==> src/rtl/mc_defs.sv <==
// Shared definitions for the multicycle control path: opcodes, FSM state
// encodings, datapath select codes and the per-state control word.
package mc_defs;

    localparam logic [5:0] OP_RTYPE = 6'b000000;
    localparam logic [5:0] OP_LW    = 6'b100011;
    localparam logic [5:0] OP_SW    = 6'b101011;
    localparam logic [5:0] OP_BEQ   = 6'b000100;
    localparam logic [5:0] OP_J     = 6'b000010;
    localparam logic [5:0] OP_ADDI  = 6'b001000;
    localparam logic [5:0] OP_BEN   = 6'b000110;
    localparam logic [5:0] OP_BVF   = 6'b000101;

    typedef enum logic [3:0] {
        S_FETCH  = 4'd0,
        S_DECODE = 4'd1,
        S_MEMADR = 4'd2,
        S_MEMRD  = 4'd3,
        S_MEMWB  = 4'd4,
        S_MEMWR  = 4'd5,
        S_EXEC   = 4'd6,
        S_ALUWB  = 4'd7,
        S_BRANCH = 4'd8,
        S_JUMP   = 4'd9,
        S_ADDIEX = 4'd10,
        S_ADDIWB = 4'd11
    } state_e;

    localparam logic [1:0] ALUOP_ADD   = 2'b00;
    localparam logic [1:0] ALUOP_SUB   = 2'b01;
    localparam logic [1:0] ALUOP_FUNCT = 2'b10;

    localparam logic [1:0] PCSRC_ALU    = 2'b00;
    localparam logic [1:0] PCSRC_ALUOUT = 2'b01;
    localparam logic [1:0] PCSRC_JUMP   = 2'b10;

    localparam logic [1:0] SRCB_REG   = 2'b00;
    localparam logic [1:0] SRCB_FOUR  = 2'b01;
    localparam logic [1:0] SRCB_IMM   = 2'b10;
    localparam logic [1:0] SRCB_IMMSH = 2'b11;

    localparam logic [1:0] BR_EQ = 2'b00;
    localparam logic [1:0] BR_NE = 2'b01;
    localparam logic [1:0] BR_VF = 2'b10;

    // Bit positions of the one-hot instruction class.
    localparam int CLS_W    = 7;
    localparam int CLS_R    = 0;
    localparam int CLS_LW   = 1;
    localparam int CLS_SW   = 2;
    localparam int CLS_BR   = 3;
    localparam int CLS_J    = 4;
    localparam int CLS_ADDI = 5;
    localparam int CLS_ILL  = 6;

    typedef struct packed {
        logic       pcwrite;
        logic       pcwritecond;
        logic       iord;
        logic       memread;
        logic       memwrite;
        logic       memtoreg;
        logic       alusrca;
        logic       regwrite;
        logic       regdst;
        logic [1:0] pcsource;
        logic [1:0] aluop;
        logic [1:0] alusrcb;
    } ctrl_t;

    // State-only part of the control word; the mem_ready-gated FETCH strobes
    // (pcwrite, irwrite) and brtype are added by the FSM itself.
    function automatic ctrl_t ctrl_for_state(input state_e s);
        ctrl_t c;
        c = '0;
        case (s)
            S_FETCH: begin
                c.memread = 1'b1;
                c.alusrcb = SRCB_FOUR;
                c.aluop   = ALUOP_ADD;
                c.pcsource = PCSRC_ALU;
            end
            S_DECODE: begin
                c.alusrcb = SRCB_IMMSH;
                c.aluop   = ALUOP_ADD;
            end
            S_MEMADR, S_ADDIEX: begin
                c.alusrca = 1'b1;
                c.alusrcb = SRCB_IMM;
                c.aluop   = ALUOP_ADD;
            end
            S_MEMRD: begin
                c.memread = 1'b1;
                c.iord    = 1'b1;
            end
            S_MEMWR: begin
                c.memwrite = 1'b1;
                c.iord     = 1'b1;
            end
            S_MEMWB: begin
                c.regwrite = 1'b1;
                c.memtoreg = 1'b1;
            end
            S_EXEC: begin
                c.alusrca = 1'b1;
                c.alusrcb = SRCB_REG;
                c.aluop   = ALUOP_FUNCT;
            end
            S_ALUWB: begin
                c.regwrite = 1'b1;
                c.regdst   = 1'b1;
            end
            S_ADDIWB: begin
                c.regwrite = 1'b1;
            end
            S_BRANCH: begin
                c.alusrca     = 1'b1;
                c.alusrcb     = SRCB_REG;
                c.aluop       = ALUOP_SUB;
                c.pcwritecond = 1'b1;
                c.pcsource    = PCSRC_ALUOUT;
            end
            S_JUMP: begin
                c.pcwrite  = 1'b1;
                c.pcsource = PCSRC_JUMP;
            end
            default: c = '0;
        endcase
        return c;
    endfunction

endpackage

==> src/rtl/mc_opdecode.sv <==
// Opcode classifier: one-hot instruction class plus branch condition type.
module mc_opdecode
    import mc_defs::*;
(
    input  logic [5:0]       opcode_i,
    output logic [CLS_W-1:0] cls_o,
    output logic [1:0]       brtype_o
);

    always_comb begin
        cls_o    = '0;
        brtype_o = BR_EQ;
        case (opcode_i)
            OP_RTYPE: cls_o[CLS_R]    = 1'b1;
            OP_LW:    cls_o[CLS_LW]   = 1'b1;
            OP_SW:    cls_o[CLS_SW]   = 1'b1;
            OP_J:     cls_o[CLS_J]    = 1'b1;
            OP_ADDI:  cls_o[CLS_ADDI] = 1'b1;
            OP_BEQ: begin
                cls_o[CLS_BR] = 1'b1;
                brtype_o      = BR_EQ;
            end
            OP_BEN: begin
                cls_o[CLS_BR] = 1'b1;
                brtype_o      = BR_NE;
            end
            OP_BVF: begin
                cls_o[CLS_BR] = 1'b1;
                brtype_o      = BR_VF;
            end
            default:  cls_o[CLS_ILL]  = 1'b1;
        endcase
    end

endmodule

==> src/rtl/multicycle_control.sv <==
// Multicycle MIPS-style control FSM with registered, state-decoded outputs.
// Define MULTICYCLE_PERF_EN to add the 32-bit 'retired' instruction counter.
module multicycle_control
    import mc_defs::*;
(
    input  logic        clk,
    input  logic        reset,
    input  logic [5:0]  opcode,
    input  logic        mem_ready,
    output logic        pcwrite,
    output logic        pcwritecond,
    output logic        iord,
    output logic        memread,
    output logic        memwrite,
    output logic        memtoreg,
    output logic        irwrite,
    output logic        alusrca,
    output logic        regwrite,
    output logic        regdst,
    output logic [1:0]  pcsource,
    output logic [1:0]  aluop,
    output logic [1:0]  alusrcb,
    output logic [1:0]  brtype,
    output logic        illegal,
`ifdef MULTICYCLE_PERF_EN
    output logic [31:0] retired,
`endif
    output logic [3:0]  state
);

    state_e           state_q, state_d;
    ctrl_t            ctrl_q;
    logic [1:0]       brtype_q;
    logic             illegal_q, illegal_d;
    logic [CLS_W-1:0] cls;
    logic [1:0]       dec_brtype;
    logic             in_fetch;

    mc_opdecode u_opdecode (
        .opcode_i (opcode),
        .cls_o    (cls),
        .brtype_o (dec_brtype)
    );

    always_comb begin
        state_d   = state_q;
        illegal_d = 1'b0;
        case (state_q)
            S_FETCH:  if (mem_ready) state_d = S_DECODE;
            S_DECODE: begin
                if (cls[CLS_ILL]) begin
                    state_d   = S_FETCH;
                    illegal_d = 1'b1;
                end else if (cls[CLS_LW] || cls[CLS_SW]) state_d = S_MEMADR;
                else if (cls[CLS_R])    state_d = S_EXEC;
                else if (cls[CLS_BR])   state_d = S_BRANCH;
                else if (cls[CLS_J])    state_d = S_JUMP;
                else if (cls[CLS_ADDI]) state_d = S_ADDIEX;
                else                    state_d = S_FETCH;
            end
            S_MEMADR: state_d = cls[CLS_LW] ? S_MEMRD : S_MEMWR;
            S_MEMRD:  if (mem_ready) state_d = S_MEMWB;
            S_MEMWR:  if (mem_ready) state_d = S_FETCH;
            S_MEMWB:  state_d = S_FETCH;
            S_EXEC:   state_d = S_ALUWB;
            S_ALUWB:  state_d = S_FETCH;
            S_ADDIEX: state_d = S_ADDIWB;
            S_ADDIWB: state_d = S_FETCH;
            S_BRANCH: state_d = S_FETCH;
            S_JUMP:   state_d = S_FETCH;
            default:  state_d = S_FETCH;
        endcase
    end

    // Control word and brtype are decoded from the next state so they are
    // registered alongside it and stay stable for the whole state.
    always_ff @(posedge clk) begin
        if (reset) begin
            state_q   <= S_FETCH;
            ctrl_q    <= ctrl_for_state(S_FETCH);
            brtype_q  <= BR_EQ;
            illegal_q <= 1'b0;
        end else begin
            state_q   <= state_d;
            ctrl_q    <= ctrl_for_state(state_d);
            brtype_q  <= (state_d == S_BRANCH) ? dec_brtype : BR_EQ;
            illegal_q <= illegal_d;
        end
    end

`ifdef MULTICYCLE_PERF_EN
    logic [31:0] retired_q, retired_d;
    logic        retire_event;

    // An instruction retires when control returns to FETCH from its last
    // state; DECODE->FETCH only happens for an illegal opcode.
    assign retire_event = (state_d == S_FETCH) && (state_q != S_FETCH) &&
                          (state_q != S_DECODE);

    always_comb begin
        retired_d = retired_q;
        if (retire_event) retired_d = retired_q + 32'd1;
    end

    always_ff @(posedge clk) begin
        if (reset) retired_q <= '0;
        else       retired_q <= retired_d;
    end

    assign retired = reset ? 32'd0 : retired_q;
`endif

    // Reset masks everything immediately so a pending access is dropped
    // without a write strobe; memread stays up to restart the fetch.
    assign in_fetch    = (state_q == S_FETCH);
    assign pcwrite     = ~reset & (ctrl_q.pcwrite | (in_fetch & mem_ready));
    assign irwrite     = ~reset & in_fetch & mem_ready;
    assign pcwritecond = ~reset & ctrl_q.pcwritecond;
    assign iord        = ~reset & ctrl_q.iord;
    assign memread     =  reset | ctrl_q.memread;
    assign memwrite    = ~reset & ctrl_q.memwrite;
    assign memtoreg    = ~reset & ctrl_q.memtoreg;
    assign alusrca     = ~reset & ctrl_q.alusrca;
    assign regwrite    = ~reset & ctrl_q.regwrite;
    assign regdst      = ~reset & ctrl_q.regdst;
    assign pcsource    = reset ? 2'b00 : ctrl_q.pcsource;
    assign aluop       = reset ? 2'b00 : ctrl_q.aluop;
    assign alusrcb     = reset ? 2'b00 : ctrl_q.alusrcb;
    assign brtype      = reset ? 2'b00 : brtype_q;
    assign illegal     = ~reset & illegal_q;
    assign state       = reset ? S_FETCH : state_q;

endmodule

==> config.mk <==
export PLATFORM = sky130hd
export DESIGN_NAME = multicycle_control
export DESIGN_NICKNAME = d
export VERILOG_FILES = /design/src/rtl/mc_defs.sv /design/src/rtl/mc_opdecode.sv /design/src/rtl/multicycle_control.sv
export SDC_FILE = /design/constraint.sdc
export NUM_CORES = 1
export LEC_CHECK = 0
export CORE_ASPECT_RATIO = 0.5
export CORE_MARGIN = 5
export CORE_UTILIZATION = 40
export CTS_BUF_LIST = sky130_fd_sc_hd__clkbuf_16
export DETAILED_ROUTE_END_ITERATION = 10
export GPL_TIMING_DRIVEN = 0
export PLACE_DENSITY = 0.68
export SYNTH_ARGS = -nofsm -noshare
export SYNTH_HDL_FRONTEND = slang
export SYNTH_HIERARCHICAL = 1
export SYNTH_SLANG_ARGS = --single-unit
==> constraint.sdc <==
create_clock -name clk -period 3.3 [get_ports clk]
set_clock_uncertainty 0.1 [all_clocks]
set_input_delay 0.33 -clock clk [delete_from_list [all_inputs] [get_ports clk]]
set_output_delay 0.33 -clock clk [all_outputs]
set_load 0.1 [all_outputs]
Yosys cells after proc, flatten, opt, wreduce, memory -nomap -nowiden
Index checks and enable logic that the tools add are counted.
{ "op_classes": {"eq_ne": 24, "bitwise": 17, "mux": 35, "n_reduce_logical": 13} }
{ "ops": {"columns": ["cell", "n"], "rows": [
  ["4-bit 2-to-1 mux", 10],
  ["4-bit one-hot mux with 7 select lines", 1],
  ["4-bit by 3-bit == test with 1-bit output, second input constant", 6],
  ["4-bit == test, second input constant", 5],
  ["4-bit one-hot mux with 5 select lines", 1],
  ["6-bit by 3-bit == test with 1-bit output, second input constant", 3],
  ["4-bit by 2-bit == test with 1-bit output, second input constant", 4],
  ["1-bit 2-to-1 mux", 16],
  ["1-bit bitwise AND", 12],
  ["6-bit == test, second input constant", 2],
  ["2-bit OR reduction", 5],
  ["4-bit by 1-bit == test with 1-bit output, second input constant", 2],
  ["4-bit zero test", 2],
  ["2-bit 2-to-1 mux", 4],
  ["2-bit one-hot mux with 2 select lines", 2],
  ["8-bit OR reduction", 1],
  ["6-bit by 2-bit == test with 1-bit output, second input constant", 1],
  ["6-bit by 4-bit == test with 1-bit output, second input constant", 1],
  ["6-bit zero test", 1],
  ["3-bit OR reduction", 2],
  ["4-bit OR reduction", 1],
  ["3-bit 2-to-1 mux", 1],
  ["1-bit NOT", 3],
  ["1-bit bitwise OR", 2],
  ["1-bit logical OR", 1]
]} }
{ "totals": {"ff_bits": 22, "output_inout_bits": 23, "word_cells": 104, "input_bits": 9} }

Depth between registers and ports, before layout
Gate-level depths: netlist of run 1.
{ "logic_depth": {"ltp_word": 12, "ltp_mapped": 8, "mapped_depth_nobuf": 8} }

Cells and area by module
The synthesis of run 1 kept the hierarchy.
{ "modules_own_cells": {"columns": ["module", "cells_each", "n_inst", "seq_area_each_um2", "area_per_inst_um2"], "rows": [
  ["multicycle_control", 130, 1, 420.4, 1098.6],
  ["mc_opdecode", 19, 1, 0.0, 123.9]
]} }

Worst setup path after synthesis of run 1
OpenSTA, ideal clock, no wires.
{ "synth_timing": {"path_kind": "input to output", "startpoint": "input reset", "endpoint": "output pcsource[0]", "slack_ns": 0.488, "stages": 3, "t_arrival_ns": 2.382, "t_required_ns": 2.870, "n_path_buf": 2, "path_cell_list": "clkbuf_1 -> nor2b_1 -> buf_4"} }
{ "synth_between": {"elab_chain_len": 1} }
{ "synth_lines": {"columns": ["element", "line_no", "rtl"], "rows": [
  ["start, declared", "multicycle_control.sv:7", "input logic reset,"],
  ["2-bit 2-to-1 mux", "multicycle_control.sv:126", "assign pcsource = reset ? 2'b00 : ctrl_q.pcsource;"],
  ["end, declared", "multicycle_control.sv:20", "output logic [1:0] pcsource,"]
]} }
Every way passes these cells.

Final worst setup path of run 1
{ "layout_timing": {"startpoint": "register state_q[2]", "endpoint": "output pcwrite"} }
{ "layout_between": {"elab_chain_len": 4} }
{ "layout_lines": {"columns": ["element", "line_no", "rtl"], "rows": [
  ["start, declared", "multicycle_control.sv:31", "state_e state_q, state_d;"],
  ["start signal, assigned", "multicycle_control.sv:84", "state_q <= state_d;"],
  ["4-bit zero test", "multicycle_control.sv:115", "assign in_fetch = (state_q == S_FETCH);"],
  ["1-bit bitwise AND", "multicycle_control.sv:116", "assign pcwrite = ~reset & (ctrl_q.pcwrite | (in_fetch & mem_ready));"],
  ["1-bit bitwise OR", "multicycle_control.sv:116", null],
  ["1-bit bitwise AND", "multicycle_control.sv:116", null],
  ["end, declared", "multicycle_control.sv:10", "output logic pcwrite,"]
]} }
Every way passes these cells.

==> summary.txt, run 1 <==
Outcome
  • Status: finished clean

Synth
  • Synth Cell Area: about 1200 µm²
  • Yosys reg bits: 21
  • Most common flop cell mapped by yosys: dfxtp_1
  • Synth unique cells: 45
  • Count leader, synth: dfxtp_1
  • Async S/R FF share, synth: 0%
  • Commonest cells post-synth: 21 x dfxtp_1, 20 x nor2_1, 18 x nor2b_1
  • Number of synthesized flops with an enable pin: 0
  • Area share of the largest cell type after synthesis: between 30% and 40%
  • Cell taking the most area after synthesis: dfxtp_1
  • Syn Inst Count: between 100 and 150
  • Synth Net Count: 158
  • Top cells by area, synth: dfxtp_1 34%, nor2b_1 9.2%, nor2_1 6.1%, nor3_1 3.3%, nand3b_1 3.1%
  • Yosys warns: 6
  • Mapped Avg Cell Area: 8.20 µm²
  • Seq/Total Area, Yosys: between 30% and 40%

Die
  • Full die area: 4330 µm²
  • IO Count: 32
  • Starting Density: 41.3%
  • # rows: 14
  • Die Wd: 88.2 µm
  • Die height: between 40 and 50 µm
  • Core area: 2960 µm²

Drt
  • # DRC: 0
  • Routed via count: 1154
  • Wirelength per Cell: 12.5 µm
  • Vias/cell: 5.17
  • Detail Route Antenna Nets: 0
  • DRT iter0 DRCs: 59
  • Detailed-router iteration count before antenna repair: 4
  • WL final: 2.79 mm

Layout
  • # nets final: 193
  • Post-route cell area: 1650 µm²
  • Layout area overhead: 35.1%
  • Fill cell count: 280
  • Ant diodes: 0
  • Share of cells above drive strength 1: 7.10%

Placed design
  • Port-buffer cells: 30
  • Placed cell area: 1570 µm²
  • DP Wirelength: 2.16 mm
  • Placer Congestion: roughly 0.74
  • Worst slack at placement: 0.328 ns

Setup path
  • Worst Setup SP: state_q[2]$_SDFF_PP0_
  • Worst setup SP type: register
  • CP max-delay cell: clkdlybuf4s50_1
  • Maximum fanout along the worst path: 10
  • Critical R2R Launch: state_q[0]$_SDFF_PP0_
  • Worst setup EP type: output pin
  • Critical path class: reg -> out
  • CP max stage delay: 1.15 ns
  • Crit path DAT: 2.43 ns
  • CP Cell Sequence: clkbuf_1 -> nor2_1 -> nand3_1 -> a21oi_1 -> clkdlybuf4s50_1
  • Req. time, crit path: 2.87 ns

STA
  • Final Critical Period: 2.86 ns
  • Final Setup Violations: 0
  • TNS Setup: 0 ns
  • Hold slack: 0.435 ns
  • Final cycle utilization of the critical path: 86.7%
  • Worst setup margin: 0.438 ns
  • Final Max Slew Viols: 0
  • Final Hold Fails: 0
  • Fmax achieved: approximately 350 MHz
  • Worst slew pin tran: between 0.9 and 1 ns
  • Slew HR: 34.8%
  • RSZ-0062 raised after global routing: false

Power
  • Pwr dens: between 300 and 400 nW/µm²
  • Peak supply drop: 0.204 mV
  • Total power: 0.000595 W
  • Leak Pwr: 0.593 nW

Clock tree
  • Htree depth: 1
  • CTS Root Cell: clkbuf_16
  • PostCTS Resize Cnt: 0
  • CTS tree: yes
  • Worst-skew pair later-pin latency: approximately 0.25 ns
  • Sink Count: 21
  • Post-CTS setup buffers: 0
  • CTS max path bufs: 2
  • Hold-fix buffers, CTS: 0
  • CTS clk-pin slew, worst paths: 0.06 ns
  • Cts bufs inserted: 3

Global route
  • Initial antenna violation count: 0
  • Pin count of the biggest net entering global routing: 12
  • First-pass GRT wire length: ~4.7 mm
  • Vias in the first global route: 992
  • Tot GR Track Use: a little over an eighth
  • Overflow after GRT: 0

Hold path
  • Hold/Removal Path Class: in -> reg
  • Worst hold start: reset

Run
  • Total of max-cap violations: 0
-- metrics by stage --
stage / utilization [%] / instances
finish: 55.8 / 223
global route: 55.8 / 223
CTS: 55.8 / 223
detailed placement: 53.1 / 219
global placement: 53.1 / 219
floorplan: - / 149
-- worst paths after layout --
check	cells after the start	endpoint	slack (ns)
max	5	pcwrite	0.44
max reg2reg	6	ctrl_q[0]$_SDFF_PP1_	1.19
min reg2reg	2	ctrl_q[9]$_SDFF_PP0_	0.47
min	3	ctrl_q[11]$_SDFF_PP1_	0.44
-- state kept, by name, summed over array words and instances, names as in the netlist --
signal     cells
brtype_q       2
ctrl_q        14
illegal_q      1
state_q        4
-- cells in the final DEF (no fill, tap or decap), types with 2 or more instances in the layout --
master           count
nand3b_1             5
o21ai_0              5
clkbuf_16            3
nor2_1              20
dfxtp_1             21
nor3_1               8
inv_1                5
and2_1               3
o21bai_1             2
a21o_1               2
or3_1                2
a21oi_1              6
clkbuf_1             6
clkdlybuf4s50_1     30
or4_1                2
nor2b_1             18
nand2_1              6
nand2b_1             5
nor4_1               4
nand3_1              2
a2111oi_0            2
-- critical path: cells and delay by family (launching register included) --
kind / cells / cell delay [ns]
simple gates: 2 / 0.26
compound gates: 1 / 0.17
buf+inv: 2 / 1.38
flops: 1 / 0.37
-- kinds of logic (layout without fill, tap and decap cells) --
group	Yosys count	in the layout	share of synthesized area [%]
buffers and inverters	13	47	4.50
flip-flops	21	21	34.4
AO/OA/AOI/OAI	27	27	17.6
AND/OR/NAND/NOR	88	88	43.5
-- where the power goes --
part           switching, W  internal (W)  total [W]  leakage (nW)
Combinational     0.0000622     0.0000280  0.0000902         0.381
Sequential       0.00000115      0.000256   0.000258         0.170
Clock             0.0000864      0.000161   0.000248        0.0423
-- cell type report --
cell class	instances	area, µm²	area share [%]
inverters	4	15.0	0.909
repair buffers	30	300	18.2
plain buffers	9	40.0	2.42
flip-flops and latches	21	420	25.5
clock inverters	1	3.75	0.227
multi-input cells	115	747	45.2
clock buffers	3	75.1	4.55
well taps	40	50.0	3.03
-- routing by layer --
metal	vias to the layer above	wire length (µm)	global-route usage (%)
met5	-	0	0
met1	532	1420	19.4
met2	23	1210	20.3
met3	2	135	3.88
li1	597	-	-
met4	0	23	3.02
No activity file was read; power rests on OpenSTA's default activity.
==> inputs of run 2 (changes only) <==
==> constraint.sdc (replaced) <==
create_clock -name clk -period 3.3 [get_ports clk]
set_clock_uncertainty 0.1 [all_clocks]
set_input_delay 0.495 -clock clk [delete_from_list [all_inputs] [get_ports clk]]
set_output_delay 0.495 -clock clk [all_outputs]
set_load 0.1 [all_outputs]
==> summary.txt, run 2 (synthesized netlist as in run 1, its figures left out) <==
STA
  • Final Hold Fails: 0 (unchanged)
  • Final Setup Violations: 0 (unchanged)
  • Slew HR: 34.7% (was 34.8%)
  • Final Critical Period: 3.14 ns (was 2.86 ns)
  • Hold slack: 0.472 ns (was 0.435 ns)
  • TNS Setup: 0 ns (unchanged)
  • RSZ-0062 raised after global routing: false (unchanged)
  • Final cycle utilization of the critical path: 95.2% (was 86.7%)
  • Final Max Slew Viols: 0 (unchanged)
  • Worst slew pin tran: 0.977 ns (was 0.975 ns)
  • Fmax achieved: 318 MHz (was 349 MHz)

Setup path
  • Worst setup SP type: input port (was register)
  • Crit path DAT: 2.55 ns (was 2.43 ns)
  • Req. time, crit path: 2.70 ns (was 2.87 ns)
  • Maximum fanout along the worst path: 8 (was 10)
  • Worst path most repeated cell: clkdlybuf4s50_1
  • Critical path class: in -> out (was reg -> out)
  • Worst setup EP type: output pin (unchanged)
  • CP max stage delay: 1.15 ns (about the same)
  • CP Cell Sequence: clkdlybuf4s50_1 -> nand3_1 -> nor2_1 -> clkdlybuf4s50_1 (was clkbuf_1 -> nor2_1 -> nand3_1 -> a21oi_1 -> clkdlybuf4s50_1)
  • CP max-delay cell: clkdlybuf4s50_1 (unchanged)

Die
  • IO Count: 32 (unchanged)
  • Die height: 49.1 µm (unchanged)
  • Starting Density: 41.3% (unchanged)
  • # rows: 14 (unchanged)
  • Core area: 2960 µm² (unchanged)
  • Die Wd: 88.2 µm (unchanged)
  • Full die area: 4330 µm² (unchanged)

Run
  • Total of max-cap violations: 0 (unchanged)

Drt
  • DRT iter0 DRCs: 59 (unchanged)
  • Vias/cell: 5.17 (about the same)
  • Wirelength per Cell: 12.5 µm (about the same)
  • Detail Route Antenna Nets: 0 (unchanged)
  • Routed via count: 1153 (was 1154)
  • WL final: 2.79 mm (about the same)
  • Detailed-router iteration count before antenna repair: 4 (unchanged)
  • # DRC: 0 (unchanged)

Layout
  • Final Util: 55.9% (was 55.8%)
  • Share of cells above drive strength 1: 7.10% (unchanged)
  • Top Registers: ctrl_q (14), state_q (4), brtype_q (2) (unchanged)
  • Largest register by flop count: ctrl_q (unchanged)
  • Most common cell after layout, fill and taps aside: clkdlybuf4s50_1 (unchanged)
  • Max reg flops: 14 (unchanged)
  • Ant diodes: 0 (unchanged)
  • Layout area overhead: 35.3% (was 35.1%)
  • # nets final: 193 (unchanged)
  • Most frequent cells in the layout: 29 x clkdlybuf4s50_1, 21 x dfxtp_1, 20 x nor2_1 (was 30 x clkdlybuf4s50_1, 21 x dfxtp_1, 20 x nor2_1)

Clock tree
  • PostCTS Resize Cnt: 0 (unchanged)
  • Sink Count: 21 (unchanged)
  • Cts bufs inserted: 3 (unchanged)
  • CTS max path bufs: 2 (unchanged)
  • CTS Root Cell: clkbuf_16 (unchanged)
  • Post-CTS setup buffers: 0 (unchanged)
  • CTS clk-pin slew, worst paths: 0.06 ns (about the same)
  • Htree depth: 1 (unchanged)
  • Hold-fix buffers, CTS: 0 (unchanged)
  • CTS tree: yes (unchanged)
  • Worst-skew pair later-pin latency: 0.25 ns (about the same)

Global route
  • Tot GR Track Use: 13.6% (unchanged)
  • First-pass GRT wire length: 4.71 mm (unchanged)
  • Overflow after GRT: 0 (unchanged)
  • Initial antenna violation count: 0 (unchanged)
  • Pin count of the biggest net entering global routing: 12 (unchanged)
  • Vias in the first global route: 992 (unchanged)

Placed design
  • Placer Congestion: 0.739 (unchanged)
  • DP Wirelength: 2.16 mm (unchanged)
  • Port-buffer cells: 30 (unchanged)

Hold path
  • Hold/Removal Path Class: reg -> reg (was in -> reg)

Power
  • Leak Pwr: 0.608 nW (was 0.593 nW)
  • Peak supply drop: 0.204 mV (about the same)
  • Pwr dens: 360 nW/µm² (about the same)

Outcome
  • Status: finished clean (unchanged)
## run 2: cell count changes in the layout (fill, tap and decap cells not counted)
cell / before / now
clkdlybuf4s50_1: 30 / 29
dlymetal6s2s_1: 0 / 1
## run 2: path summary, 6_finish.rpt
kind | startpoint | endpoint | slack (ns) | cells after the start
setup / recovery | mem_ready | irwrite | 0.16 | 4
hold / removal | state_q[0]$_SDFF_PP0_ | ctrl_q[9]$_SDFF_PP0_ | 0.47 | 2
setup reg to reg | state_q[0]$_SDFF_PP0_ | ctrl_q[0]$_SDFF_PP1_ | 1.19 | 6
hold reg to reg | state_q[0]$_SDFF_PP0_ | ctrl_q[9]$_SDFF_PP0_ | 0.47 | 2
## run 2: power breakdown
part | internal [W] | switching (W)
registers | 0.000256 | 0.00000115
clock network | 0.000161 | 0.0000864
logic | 0.0000279 | 0.0000622
total | 0.000445 | 0.000150
## run 2: area by class of cell
class	count	area [µm²]
fill	280	1310
buffer	9	40.0
clock inverter	1	3.75
tap	40	50.0
sequential	21	420
multi-input combinational	115	747
clock buffer	3	75.1
inverter	4	15.0
timing repair buffer	30	303
## run 2: metal layers
layer / vias to the layer above / GRT usage, % / part of all wire [%] / wire length (µm)
li1: 597 / - / - / -
met1: 531 / 19.4 / 51 / 1420
met2: 23 / 20.3 / 44 / 1220
met3: 2 / 3.88 / 4.8 / 135
met4: 0 / 3.02 / 0.82 / 23
met5: - / 0 / 0 / 0
## run 2: stage by stage
| step | worst slack [ns] | instance area (µm²) | power [W] | std cells |
|---|---|---|---|---|
| 3_3_place_gp | 0.112 | 1570 | 0.000352 | 219 |
| 2_1_floorplan | 0.158 | 1220 | 0.000324 | 149 |
| 4_1_cts | 0.103 | 1650 | 0.000599 | 223 |
| 5_1_grt | 0.00314 | 1650 | 0.000617 | 223 |
| 3_5_place_dp | 0.106 | 1570 | 0.000353 | 219 |
| 6_report | 0.159 | 1650 | 0.000595 | 223 |
## run 2: worst max-delay path: cells and delay by family
kind | cells | cell delay, ns
buf+inv | 2 | 1.75
simple gates | 2 | 0.29
==> inputs of run 3 (changes only) <==
--- a/config.mk
+++ b/config.mk
@@ -5,13 +5,12 @@
 export SDC_FILE = /design/constraint.sdc
 export NUM_CORES = 1
 export LEC_CHECK = 0
-export CORE_ASPECT_RATIO = 0.5
 export CORE_MARGIN = 5
-export CORE_UTILIZATION = 40
+export CORE_UTILIZATION = 51
 export CTS_BUF_LIST = sky130_fd_sc_hd__clkbuf_16
 export DETAILED_ROUTE_END_ITERATION = 10
 export GPL_TIMING_DRIVEN = 0
-export PLACE_DENSITY = 0.68
+export PLACE_DENSITY = 0.83
 export SYNTH_ARGS = -nofsm -noshare
 export SYNTH_HDL_FRONTEND = slang
 export SYNTH_HIERARCHICAL = 1
==> summary.txt, run 3 (synthesized netlist as in run 1, its figures left out) <==
Clock tree
  • Cts bufs inserted: 3 (unchanged)
  • Htree depth: 1 (unchanged)
  • Hold-fix buffers, CTS: 0 (unchanged)
  • Sink Count: 21 (unchanged)
  • CTS Root Cell: clkbuf_16 (unchanged)
  • CTS max path bufs: 2 (unchanged)
  • PostCTS Resize Cnt: 0 (unchanged)
  • CTS clk-pin slew, worst paths: 0.05 ns (was 0.06 ns)
  • CTS tree: yes (unchanged)
  • Post-CTS setup buffers: 0 (unchanged)
  • Worst-skew pair later-pin latency: 0.25 ns (about the same)

Layout
  • Fill cell count: 190 (was 280)
  • Layout area overhead: 33.9% (was 35.3%)
  • Share of cells above drive strength 1: 7.10% (unchanged)
  • # nets final: 193 (unchanged)
  • Most frequent cells in the layout: 30 x clkdlybuf4s50_1, 21 x dfxtp_1, 20 x nor2_1 (was 29 x clkdlybuf4s50_1, 21 x dfxtp_1, 20 x nor2_1)
  • Footprint of the multi-input gates: 747 µm² (unchanged)
  • Reg area: 420 µm² (unchanged)
  • Largest register by flop count: ctrl_q (unchanged)
  • Max reg flops: 14 (unchanged)
  • Most common cell after layout, fill and taps aside: clkdlybuf4s50_1 (unchanged)
  • Post-route cell area: 1640 µm² (was 1650 µm²)
  • Top Registers: ctrl_q (14), state_q (4), brtype_q (2) (unchanged)
  • Ant diodes: 0 (unchanged)
  • Finished Layout Cells: 211 (was 223)

Global route
  • Tot GR Track Use: 18.4% (was 13.6%)
  • First-pass GRT wire length: 4.80 mm (was 4.71 mm)
  • Pin count of the biggest net entering global routing: 12 (unchanged)
  • Overflow after GRT: 0 (unchanged)
  • Initial antenna violation count: 0 (unchanged)
  • Vias in the first global route: 1009 (was 992)

Die
  • Full die area: 3480 µm² (was 4330 µm²)
  • Starting Density: 54.2% (was 41.3%)
  • Die Wd: 59.0 µm (was 88.2 µm)
  • Core area: 2250 µm² (was 2960 µm²)
  • IO Count: 32 (unchanged)
  • Die height: 59.0 µm (was 49.1 µm)
  • # rows: 17 (was 14)

STA
  • Final Hold Fails: 0 (unchanged)
  • Worst setup margin: 0.0650 ns (was 0.159 ns)
  • RSZ-0062 raised after global routing: false (unchanged)
  • Worst slew pin tran: 0.999 ns (was 0.977 ns)
  • Final Max Slew Viols: 0 (unchanged)
  • Final Critical Period: 3.24 ns (was 3.14 ns)
  • Final Setup Violations: 0 (unchanged)
  • TNS Setup: 0 ns (unchanged)
  • Slew HR: 33.2% (was 34.7%)
  • Fmax achieved: 309 MHz (was 318 MHz)
  • Final cycle utilization of the critical path: 98.0% (was 95.2%)

Power
  • Switching pwr: 0.000153 W (was 0.000150 W)
  • Sequential power share: 43.0% (was 43.3%)
  • Leak Pwr: 0.593 nW (was 0.608 nW)
  • Comb power frac: 15.4% (was 15.1%)
  • Internal power: 0.000446 W (was 0.000445 W)
  • Peak supply drop: 0.225 mV (was 0.204 mV)
  • Pwr dens: 366 nW/µm² (was 360 nW/µm²)
  • Clock network fraction of total power: 41.6% (about the same)
  • Sw Ratio: 25.5% (was 25.2%)

Setup path
  • Worst Setup SP: mem_ready (unchanged)
  • Reg-to-reg slack, setup: 1.18 ns (was 1.19 ns)
  • Worst setup SP type: input port (unchanged)
  • R2R depth: 6 (unchanged)
  • Critical path class: in -> out (unchanged)
  • Crit path DAT: 2.64 ns (was 2.55 ns)
  • Critical R2R Launch: state_q[0]$_SDFF_PP0_ (unchanged)
  • Worst setup EP type: output pin (unchanged)
  • Maximum fanout along the worst path: 8 (unchanged)
  • Crit path to: pcwrite (was irwrite)
  • Req. time, crit path: 2.70 ns (about the same)
  • R2R Path End: ctrl_q[12]$_SDFF_PP0_ (was ctrl_q[0]$_SDFF_PP1_)

Placed design
  • DP Wirelength: 2.35 mm (was 2.16 mm)
  • Port-buffer cells: 30 (unchanged)
  • Placed cells: 207 (was 219)
  • Placed cell area: 1560 µm² (was 1570 µm²)
  • Placer Congestion: 0.853 (was 0.739)
  • Worst slack at placement: 0.0846 ns (was 0.106 ns)

Drt
  • Detail Route Antenna Nets: 0 (unchanged)
  • WL final: 3.10 mm (was 2.79 mm)
  • Detailed-router iteration count before antenna repair: 4 (unchanged)
  • Wirelength per Cell: 14.7 µm (was 12.5 µm)
  • DRT iter0 DRCs: 49 (was 59)
  • Routed via count: 1190 (was 1153)
  • Vias/cell: 5.64 (was 5.17)
  • # DRC: 0 (unchanged)

Outcome
  • Status: finished clean (unchanged)

Hold path
  • Hold/Removal Path Class: reg -> reg (unchanged)
  • Worst hold start: state_q[0]$_SDFF_PP0_ (unchanged)

Run
  • Total of max-cap violations: 0 (unchanged)
## run 3: layer usage
layer | global-route usage, % | up-vias | part of all wire (%) | wire length [µm]
met5 | 0 | - | 0 | 0
met4 | 7.12 | 0 | 2.1 | 64
met3 | 2.85 | 7 | 5.3 | 165
met2 | 31.2 | 38 | 50 | 1550
met1 | 23.2 | 547 | 42 | 1320
li1 | - | 598 | - | -
## run 3: layout make-up
type	count	area share [%]
Timing Repair Buffer	30	18.3
Multi-Input combinational cell	115	45.6
Inverter	4	0.917
Sequential cell	21	25.7
Buffer	9	2.45
Clock buffer	3	4.59
Clock inverter	1	0.229
Tap cell	28	2.14
## run 3: power by group through the flow
stage | Combinational [W] | Sequential [W] | Clock, W
floorplan | 0.0000615 | 0.000263 | 0
global placement | 0.0000886 | 0.000263 | 0
detailed placement | 0.0000915 | 0.000263 | 0
CTS | 0.0000919 | 0.000258 | 0.000251
global route | 0.0000973 | 0.000258 | 0.000261
finish | 0.0000921 | 0.000258 | 0.000249
## run 3: how the worst min path moves through the flow
stage                     slack [ns]              endpoint  cells past startpoint
final                           0.50  ctrl_q[9]$_SDFF_PP0_                      2
after global routing            0.52  illegal_q$_SDFF_PP0_                      2
after CTS                       0.49  ctrl_q[9]$_SDFF_PP0_                      2
after detailed placement        0.47  ctrl_q[9]$_SDFF_PP0_                      2
after global placement          0.45  ctrl_q[9]$_SDFF_PP0_                      2
after floorplan                 0.40  ctrl_q[9]$_SDFF_PP0_                      2
## run 3: worst max-delay path: stages
cell and delay (ns):
clkdlybuf4s50_1 0.63, nand3_1 0.18, a21oi_1 0.18, clkdlybuf4s50_1 1.15
## run 3: metrics by stage
step | hold slack [ns] | utilization [%] | power (W)
global route | 0.518 | 72.6 | 0.000616
global placement | 0.453 | 69.1 | 0.000352
detailed placement | 0.475 | 69.1 | 0.000355
finish | 0.504 | 72.6 | 0.000599
CTS | 0.486 | 72.6 | 0.000600
floorplan | 0.404 | - | 0.000324
